[config.mk]
export PLATFORM = sky130hd
export DESIGN_NAME = multicycle_controller
export DESIGN_NICKNAME = d
export VERILOG_FILES = /design/src/rtl/multicycle_controller.sv
export SDC_FILE = /design/constraint.sdc
export NUM_CORES = 1
export LEC_CHECK = 0
export ABC_AREA = 1
export BUFFER_PORTS_ARGS = -buffer_cell sky130_fd_sc_hd__buf_2
export CAP_MARGIN = 20
export CORE_MARGIN = 3
export CORE_UTILIZATION = 50
export CTS_BUF_LIST = sky130_fd_sc_hd__clkbuf_16
export CTS_CLUSTER_SIZE = 30
export DETAILED_ROUTE_END_ITERATION = 16
export HOLD_SLACK_MARGIN = 0.12
export PLACE_DENSITY = 0.78
export SLEW_MARGIN = 20
export SYNTH_ARGS = -nofsm -noshare
export SYNTH_HDL_FRONTEND = slang
export SYNTH_SLANG_ARGS = --single-unit
[constraint.sdc]
create_clock -name clk -period 2.9 [get_ports clk]
set_input_delay 0 -clock clk [delete_from_list [all_inputs] [get_ports clk]]
set_output_delay 0 -clock clk [all_outputs]
set_load 0.005 [all_outputs]
[src/rtl/multicycle_controller.sv]
`default_nettype none
// ============================================================================
//  Module      : multicycle_controller
//  Description : Moore-style multi-cycle sequencer for the reduced RV32I core,
//                with cycle and retired-instruction counters.
//  Revision    : 1.0  initial release
// ============================================================================
module multicycle_controller (
    input  logic        clk,
    input  logic        rst,
    input  logic [31:0] instr,
    input  logic        eq,
    input  logic        mem_ready,
    output logic        memread,
    output logic        memwrite,
    output logic        adrsrc,
    output logic        irwrite,
    output logic        pcwrite,
    output logic        pcsrc,
    output logic        regwrite,
    output logic [1:0]  alusrca,
    output logic [1:0]  alusrcb,
    output logic [2:0]  aluctrl,
    output logic [2:0]  immsrc,
    output logic [1:0]  resultsrc,
    output logic [2:0]  addrmode,
    output logic        illegal,
    output logic [31:0] cycle_count,
    output logic [31:0] instret
);

    localparam logic [3:0] c_FETCH    = 4'd0;
    localparam logic [3:0] c_DECODE   = 4'd1;
    localparam logic [3:0] c_MEMADR   = 4'd2;
    localparam logic [3:0] c_MEMREAD  = 4'd3;
    localparam logic [3:0] c_MEMWB    = 4'd4;
    localparam logic [3:0] c_MEMWRITE = 4'd5;
    localparam logic [3:0] c_EXECR    = 4'd6;
    localparam logic [3:0] c_EXECI    = 4'd7;
    localparam logic [3:0] c_ALUWB    = 4'd8;
    localparam logic [3:0] c_BRANCH   = 4'd9;
    localparam logic [3:0] c_TRAP     = 4'd10;

    localparam logic [6:0] c_OP_R      = 7'd51;
    localparam logic [6:0] c_OP_LOAD   = 7'd3;
    localparam logic [6:0] c_OP_IALU   = 7'd19;
    localparam logic [6:0] c_OP_STORE  = 7'd35;
    localparam logic [6:0] c_OP_BRANCH = 7'd99;

    logic [3:0]  r_state;
    logic [3:0]  w_next;
    logic        w_retire;
    logic [31:0] r_cycle_count;
    logic [31:0] r_instret;
    logic        r_illegal;

    logic [6:0]  w_opcode;
    logic [2:0]  w_funct3;
    logic        w_funct7b5;
    logic        w_alu_ok;
    logic [2:0]  w_alu_op;
    logic        w_br_ok;
    logic        w_br_take;
    logic        w_unused;

    assign w_opcode   = instr[6:0];
    assign w_funct3   = instr[14:12];
    assign w_funct7b5 = instr[30];
    assign w_unused   = ^{instr[31], instr[29:15], instr[11:7]};

    // funct7 only selects subtract for register-register operations.
    always_comb begin
        w_alu_ok = 1'b1;
        w_alu_op = 3'b000;
        case (w_funct3)
            3'b000:  w_alu_op = (r_state == c_EXECR && w_funct7b5) ? 3'b001 : 3'b000;
            3'b010:  w_alu_op = 3'b101;
            3'b110:  w_alu_op = 3'b011;
            3'b111:  w_alu_op = 3'b010;
            default: w_alu_ok = 1'b0;
        endcase
    end

    assign w_br_ok   = (w_funct3 == 3'b000) || (w_funct3 == 3'b001);
    assign w_br_take = (w_funct3 == 3'b000) ? eq : ~eq;

    always_comb begin
        w_next   = r_state;
        w_retire = 1'b0;
        case (r_state)
            c_FETCH: begin
                if (mem_ready) w_next = c_DECODE;
            end
            c_DECODE: begin
                case (w_opcode)
                    c_OP_LOAD, c_OP_STORE: w_next = c_MEMADR;
                    c_OP_R:                w_next = c_EXECR;
                    c_OP_IALU:             w_next = c_EXECI;
                    c_OP_BRANCH:           w_next = c_BRANCH;
                    default:               w_next = c_TRAP;
                endcase
            end
            c_MEMADR: begin
                w_next = (w_opcode == c_OP_LOAD) ? c_MEMREAD : c_MEMWRITE;
            end
            c_MEMREAD: begin
                if (mem_ready) w_next = c_MEMWB;
            end
            c_MEMWB: begin
                w_next   = c_FETCH;
                w_retire = 1'b1;
            end
            c_MEMWRITE: begin
                if (mem_ready) begin
                    w_next   = c_FETCH;
                    w_retire = 1'b1;
                end
            end
            c_EXECR, c_EXECI: begin
                w_next = w_alu_ok ? c_ALUWB : c_TRAP;
            end
            c_ALUWB: begin
                w_next   = c_FETCH;
                w_retire = 1'b1;
            end
            c_BRANCH: begin
                w_next   = w_br_ok ? c_FETCH : c_TRAP;
                w_retire = w_br_ok;
            end
            default: w_next = c_TRAP;
        endcase
    end

    always_ff @(posedge clk) begin
        if (rst) begin
            r_state       <= c_FETCH;
            r_cycle_count <= 32'd0;
            r_instret     <= 32'd0;
            r_illegal     <= 1'b0;
        end else begin
            r_state       <= w_next;
            r_cycle_count <= r_cycle_count + 32'd1;
            if (w_retire) r_instret <= r_instret + 32'd1;
            if (w_next == c_TRAP) r_illegal <= 1'b1;
        end
    end

    // Moore decode of the state register; write enables are forced low while rst is high.
    always_comb begin
        memread   = 1'b0;
        memwrite  = 1'b0;
        adrsrc    = 1'b0;
        irwrite   = 1'b0;
        pcwrite   = 1'b0;
        pcsrc     = 1'b0;
        regwrite  = 1'b0;
        alusrca   = 2'b00;
        alusrcb   = 2'b00;
        aluctrl   = 3'b000;
        immsrc    = 3'b111;
        resultsrc = 2'b00;
        addrmode  = 3'b000;
        case (r_state)
            c_FETCH: begin
                memread   = 1'b1;
                alusrcb   = 2'b10;
                resultsrc = 2'b10;
                irwrite   = mem_ready & ~rst;
                pcwrite   = mem_ready & ~rst;
            end
            c_DECODE: begin
                alusrca = 2'b01;
                alusrcb = 2'b01;
                immsrc  = 3'b011;
            end
            c_MEMADR: begin
                alusrca = 2'b10;
                alusrcb = 2'b01;
                immsrc  = (w_opcode == c_OP_STORE) ? 3'b010 : 3'b000;
            end
            c_MEMREAD: begin
                memread  = 1'b1;
                adrsrc   = 1'b1;
                addrmode = w_funct3;
            end
            c_MEMWB: begin
                regwrite  = ~rst;
                resultsrc = 2'b01;
                addrmode  = w_funct3;
            end
            c_MEMWRITE: begin
                memwrite = ~rst;
                adrsrc   = 1'b1;
                addrmode = w_funct3;
            end
            c_EXECR: begin
                alusrca = 2'b10;
                alusrcb = 2'b00;
                aluctrl = w_alu_op;
            end
            c_EXECI: begin
                alusrca = 2'b10;
                alusrcb = 2'b01;
                immsrc  = 3'b000;
                aluctrl = w_alu_op;
            end
            c_ALUWB: begin
                regwrite  = ~rst;
                resultsrc = 2'b00;
            end
            c_BRANCH: begin
                alusrca = 2'b10;
                alusrcb = 2'b00;
                aluctrl = 3'b111;
                pcsrc   = 1'b1;
                pcwrite = w_br_ok & w_br_take & ~rst;
            end
            default: ;
        endcase
    end

    assign illegal     = r_illegal;
    assign cycle_count = r_cycle_count;
    assign instret     = r_instret;

endmodule
`default_nettype wire

# Yosys cells after proc, flatten, opt, wreduce, memory -nomap -nowiden
# Cells that the tools add are included.
# word_totals
reg_bits	69
word_cells	71
input_bits	36
output_inout_bits	87
# classes
add_sub_neg	2
mux	28
bitwise	5
eq_ne	19
reduce_logical	13
# ops
op	count
adder 32 x 1 -> 32 bit (second input constant)	2
case mux 4 bit (8 select lines)	1
== test 4 x 3 -> 1 bit (second input constant)	4
two-way mux 4 bit	4
case mux 4 bit (4 select lines)	1
== test 7 x 6 -> 1 bit (second input constant)	2
== test 4 bit (second input constant)	3
case mux 2 bit (2 select lines)	3
case mux 3 bit (4 select lines)	1
two-way mux 1 bit	10
OR reduction 2 bit	5
case mux 3 bit (3 select lines)	1
== test 4 x 2 -> 1 bit (second input constant)	2
OR reduction 4 bit	2
== test 7 x 2 -> 1 bit (second input constant)	1
== test 7 x 5 -> 1 bit (second input constant)	1
== test 7 bit (second input constant)	1
== test 3 bit (second input constant)	2
two-way mux 3 bit	2
case mux 3 bit (2 select lines)	1
OR reduction 3 bit	2
== test 4 x 1 -> 1 bit (second input constant)	1
logical NOT 4 bit	1
two-way mux 2 bit	2
9 further kinds	12

# Depth between registers and ports, before layout
# depth
depth_word	6
mapped_depth	10
depth_no_buf	10

# Worst setup path after synthesis
# No wires, ideal clock.
# synth_path
kind	reg2reg
from	register r_instret[0], in the netlist instret[0]
to	register r_instret[20], in the netlist instret[20]
setup_slack_ns	1.306
period_less_slack_ns	1.594
required_ns	2.784
path_stages_with_launch	9
arrival_time_ns	1.479
cell_sequence	dfxtp_1 ha_1 nand2_1 nor2_1 nand3_1 nor2_1 nand3_1 o21ai_0 nor2_1
# synth_between
elab_chain_len	1
# synth_rtl
item	line_no	source
from (decl)	54	logic [31:0] r_instret;
from (signal assigned)	143	if (w_retire) r_instret <= r_instret + 32'd1;
adder 32 x 1 -> 32 bit	143	
# No other way between the ends.
# A chain may end at the register's enable or synchronous reset.

# Final worst setup path
# layout_path
from	register r_state[1]
to	register r_state[0]
# layout_between
elab_chain_len	3
elab_cells_between_ends	13
classes_between	eq/ne (9); mux (1); reduce/logical (3)
# layout_rtl
item	line_no	source
from (decl)	50	logic [3:0] r_state;
from (signal assigned)	136	r_state <= c_FETCH;
from (signal assigned)	141	r_state <= w_next;
== test 4 x 3 -> 1 bit / == test 4 bit (equally long branches)	90	case (r_state)
OR reduction 2 bit (no line)	-	
case mux 4 bit (8 select lines) (*)	90	
# Every way passes the cells marked *; elsewhere a longest branch is shown, timed or not.

==> metrics.md <==
| Metric | Value |
|---|---|
| Outcome | finished clean |
| Largest net degree at the start of global routing | 52 |
| Pwr Density | 493 nW/um2 |
| DR pass1 iterations | 5 |
| Layout Cells excl Fill | 899 |
| Core area | 7890 um2 |
| Register area | 1380 um2 |
| Hold EP | r_state[2] |
| Num CTS Buffers | 9 |
| CP top delay family | buffers and inverters |
| Clk sinks | 69 |
| Antenna Violating Nets Remaining | 0 |
| Complex-gate fraction of the synthesized area | 0.101 |
| Worst R2R Start | r_state[1] |
| Root buf cell | clkbuf_16 |
| Fmax | 515 MHz |
| Reg2reg path depth | 7 |
| Area grow syn2layout | 22.8% |
| DP Cell Count | 878 |
| Avg Vias per Cell | 5.24 |
| NumNets Final | 830 |
| Clk Latency, worst-skew pair | 340 ps |
| XOR/XNOR Fraction of Synth Area | 0.0339 |
| Type of the worst min-delay path | input pin to register |
| Final Hold Fails | 0 |
| Yosys top cell by area | dfxtp_1 |
| Main combinational cell family by area after synthesis | simple AND/OR/NAND/NOR gates |
| Antenna fix cells | 0 |
| Final setup violation count | 0 |
| Die area | 9390 um2 |
| Via count of the first global-routing pass | 4349 |
| Distinct cells, synth | 34 |
| Antenna violations before repair | 0 |
| Synthesized Nets | 724 |
| Residual DRC count | 0 |
| Place WS | 1020 ps |
| Most common cell after layout, fill and taps aside | nand2_1 |
| Worst Clk Skew | 7.77 ps |
| Die Ht | 96.9 um |
| Initial core utilization | 0.524 |
| Synthesized flop and latch total | 69 |
| Slew HR | 0.523 |
| TritonCTS clock tree | built |
| Fillers | 757 |
| Final WL | 11600 um |
| Crit path largest cell delay | 560 ps |
| Wire length per cell | 12.9 um |
| CP startpoint kind | register |
| Layout cells sized above 1 | 0.163 |
| Maximum buffer depth of the clock tree | 2 |
| Multi-input logic area | 2360 um2 |
| Worst Tran Pin Value | 714 ps |
| Simple-Gate Fraction of Synth Area | 0.430 |
| Global route total overflow | 0 |
| First DRT Iteration DRCs | 266 |
| Via count | 4709 |
| Synth top area cells | dfxtp_1, nand2_1, nor2_1, inv_1, a21oi_1 |
| Total Neg Setup Slack | 0 ps |
| Final GP Congestion | 0.955 |
| Avg Cell Area, Syn | 6.02 um2 |
| DP Wirelength | 8550 um |
| Synth Area in Adders | 0.00606 |
| Final Max Tran Viols | 0 |
| WHS | 155 ps |
| Gr usage total | 0.246 |
| First-pass GRT wire length | 19500 um |
| Crit path buf inv count | 3 |
| Die W | 96.9 um |
| Htree depth | 3 |
| Commonest non-fill, non-tap cells in the layout | nand2_1, nor2_1, buf_2, inv_1, dfxtp_1 |
| Crit Path Class | register to register |
| Sequential area share after synthesis | 0.334 |
| Static leakage | 2.14 nW |
| Critical path data arrival time | 2220 ps |
| Cells after Synth | 686 |
| Critical Path End Type | register |
| Crit path top cell by count | a21oi_1 |
| Worst r2r dst | r_state[0] |
| Tcrit/Tclk final | 0.670 |
| Hold depth | 5 |
| RSZ-0062 raised after global routing | no |
| # IOs | 123 |
| CTS clk-pin slew, worst paths | 60 ps |
| Synthesized cell area | 4130 um2 |
| I/O Buffers | 101 |
| Mux cell area share after synthesis | 0 |
| Crit-path cells | inv_2 > nor3_1 > inv_1 > o21ai_0 > a21oi_1 > a21oi_1 > dlygate4sd3_1 |
| Yosys top cell area share | 0.334 |
| Min-delay src | instr[6] |
| Yosys warnings | 0 |
| Max_cap viols | 0 |
| Crit-path max FO | 6 |
| Slowest cell on the critical path | dlygate4sd3_1 |
| Site Rows | 32 |
| R2r setup slk | 960 ps |
| Peak VDD IR | 0.000304 V |
| Tmin final | 1940 ps |
| Critical Path RT | 3180 ps |
| Worst setup margin | 957 ps |
[state kept, by name, indices dropped and copies added (netlist names)]
name / cells
illegal: 1
instret: 32
cycle_count: 32
r_state: 4
[routing by layer]
layer | vias to the layer above | track usage | wire length, um
li1 | 2369 | - | -
met1 | 2144 | 0.298 | 4860
met2 | 173 | 0.430 | 5710
met3 | 23 | 0.0469 | 781
met4 | 0 | 0.0918 | 263
met5 | - | 0 | 0
[worst register-to-register path, delay by kind of cell, from the launching register on]
family	cells	cell delay, ps
flops	1	430
buf+inv	3	810
compound gates	3	300
simple gates	1	370
[repair_timing]
item	in CTS	in global routing
hold buffers	5	0
gates resized for setup	0	0
endpoints found under the hold margin	3	0
buffers inserted	0	0
[worst max-delay path by stage]
stage	from	end	depth (start not counted)
after detailed placement	instret[0]	instret[20]	8
after global routing	instret[0]	instret[20]	8
after global placement	r_state[3]	instret[10]	9
after CTS	r_state[1]	r_state[0]	7
final	r_state[1]	r_state[0]	7
after floorplan	instret[0]	instret[20]	8
[per-stage QoR]
stage	instance area (um2)	utilization	power, mW
detailed placement	4700	0.596	1.30
global route	5070	0.643	2.59
finish	5070	0.643	2.50
global placement	4700	0.596	1.29
CTS	5070	0.643	2.51
floorplan	4130	-	1.21
[synth_stat cells]
cell      count
o21ai_1       4
a41oi_1       1
a31oi_1       2
buf_4         2
nor2_4        2
nand2_1     208
dfxtp_1      69
nand3_4       1
inv_1        84
a21oi_1      46
inv_2         2
clkbuf_1      8
nand2_2       2
buf_8         1
nand3_1      37
nand3b_1     11
o21ai_0      21
nand4_1       6
or2_2         1
buf_6         1
o21a_1        2
and3_1        1
o21bai_1      1
nor2_1      128
or2_0         1
nand3_2       2
a31o_2        1
o211ai_1      1
xor2_1       13
nor3_1       18
nor3b_1       3
nor2_2        1
ha_1          2
xnor2_1       3
[cells by family (layout without fill, tap and decap cells)]
family | Yosys count | in the layout
xor+xnor | 16 | 16
simple gates | 422 | 422
flops | 69 | 69
compound gates | 79 | 79
fa+ha+maj | 2 | 2
buf+inv | 98 | 209
[power breakdown]
| part | internal [mW] | switching [mW] | total [mW] | leakage [nW] |
|---|---|---|---|---|
| clock network | 0.758 | 0.455 | 1.21 | 0.152 |
| logic | 0.106 | 0.197 | 0.304 | 1.43 |
| registers | 0.965 | 0.0218 | 0.987 | 0.557 |
[area by class of cell]
cell class | instances | area share
multi-input cells | 519 | 0.464
well taps | 102 | 0.0251
repair buffers | 107 | 0.111
flip-flops and latches | 69 | 0.272
clock buffers | 9 | 0.0444
inverters | 86 | 0.0636
clock inverters | 7 | 0.0192
(Power assumes the default switching activity.)
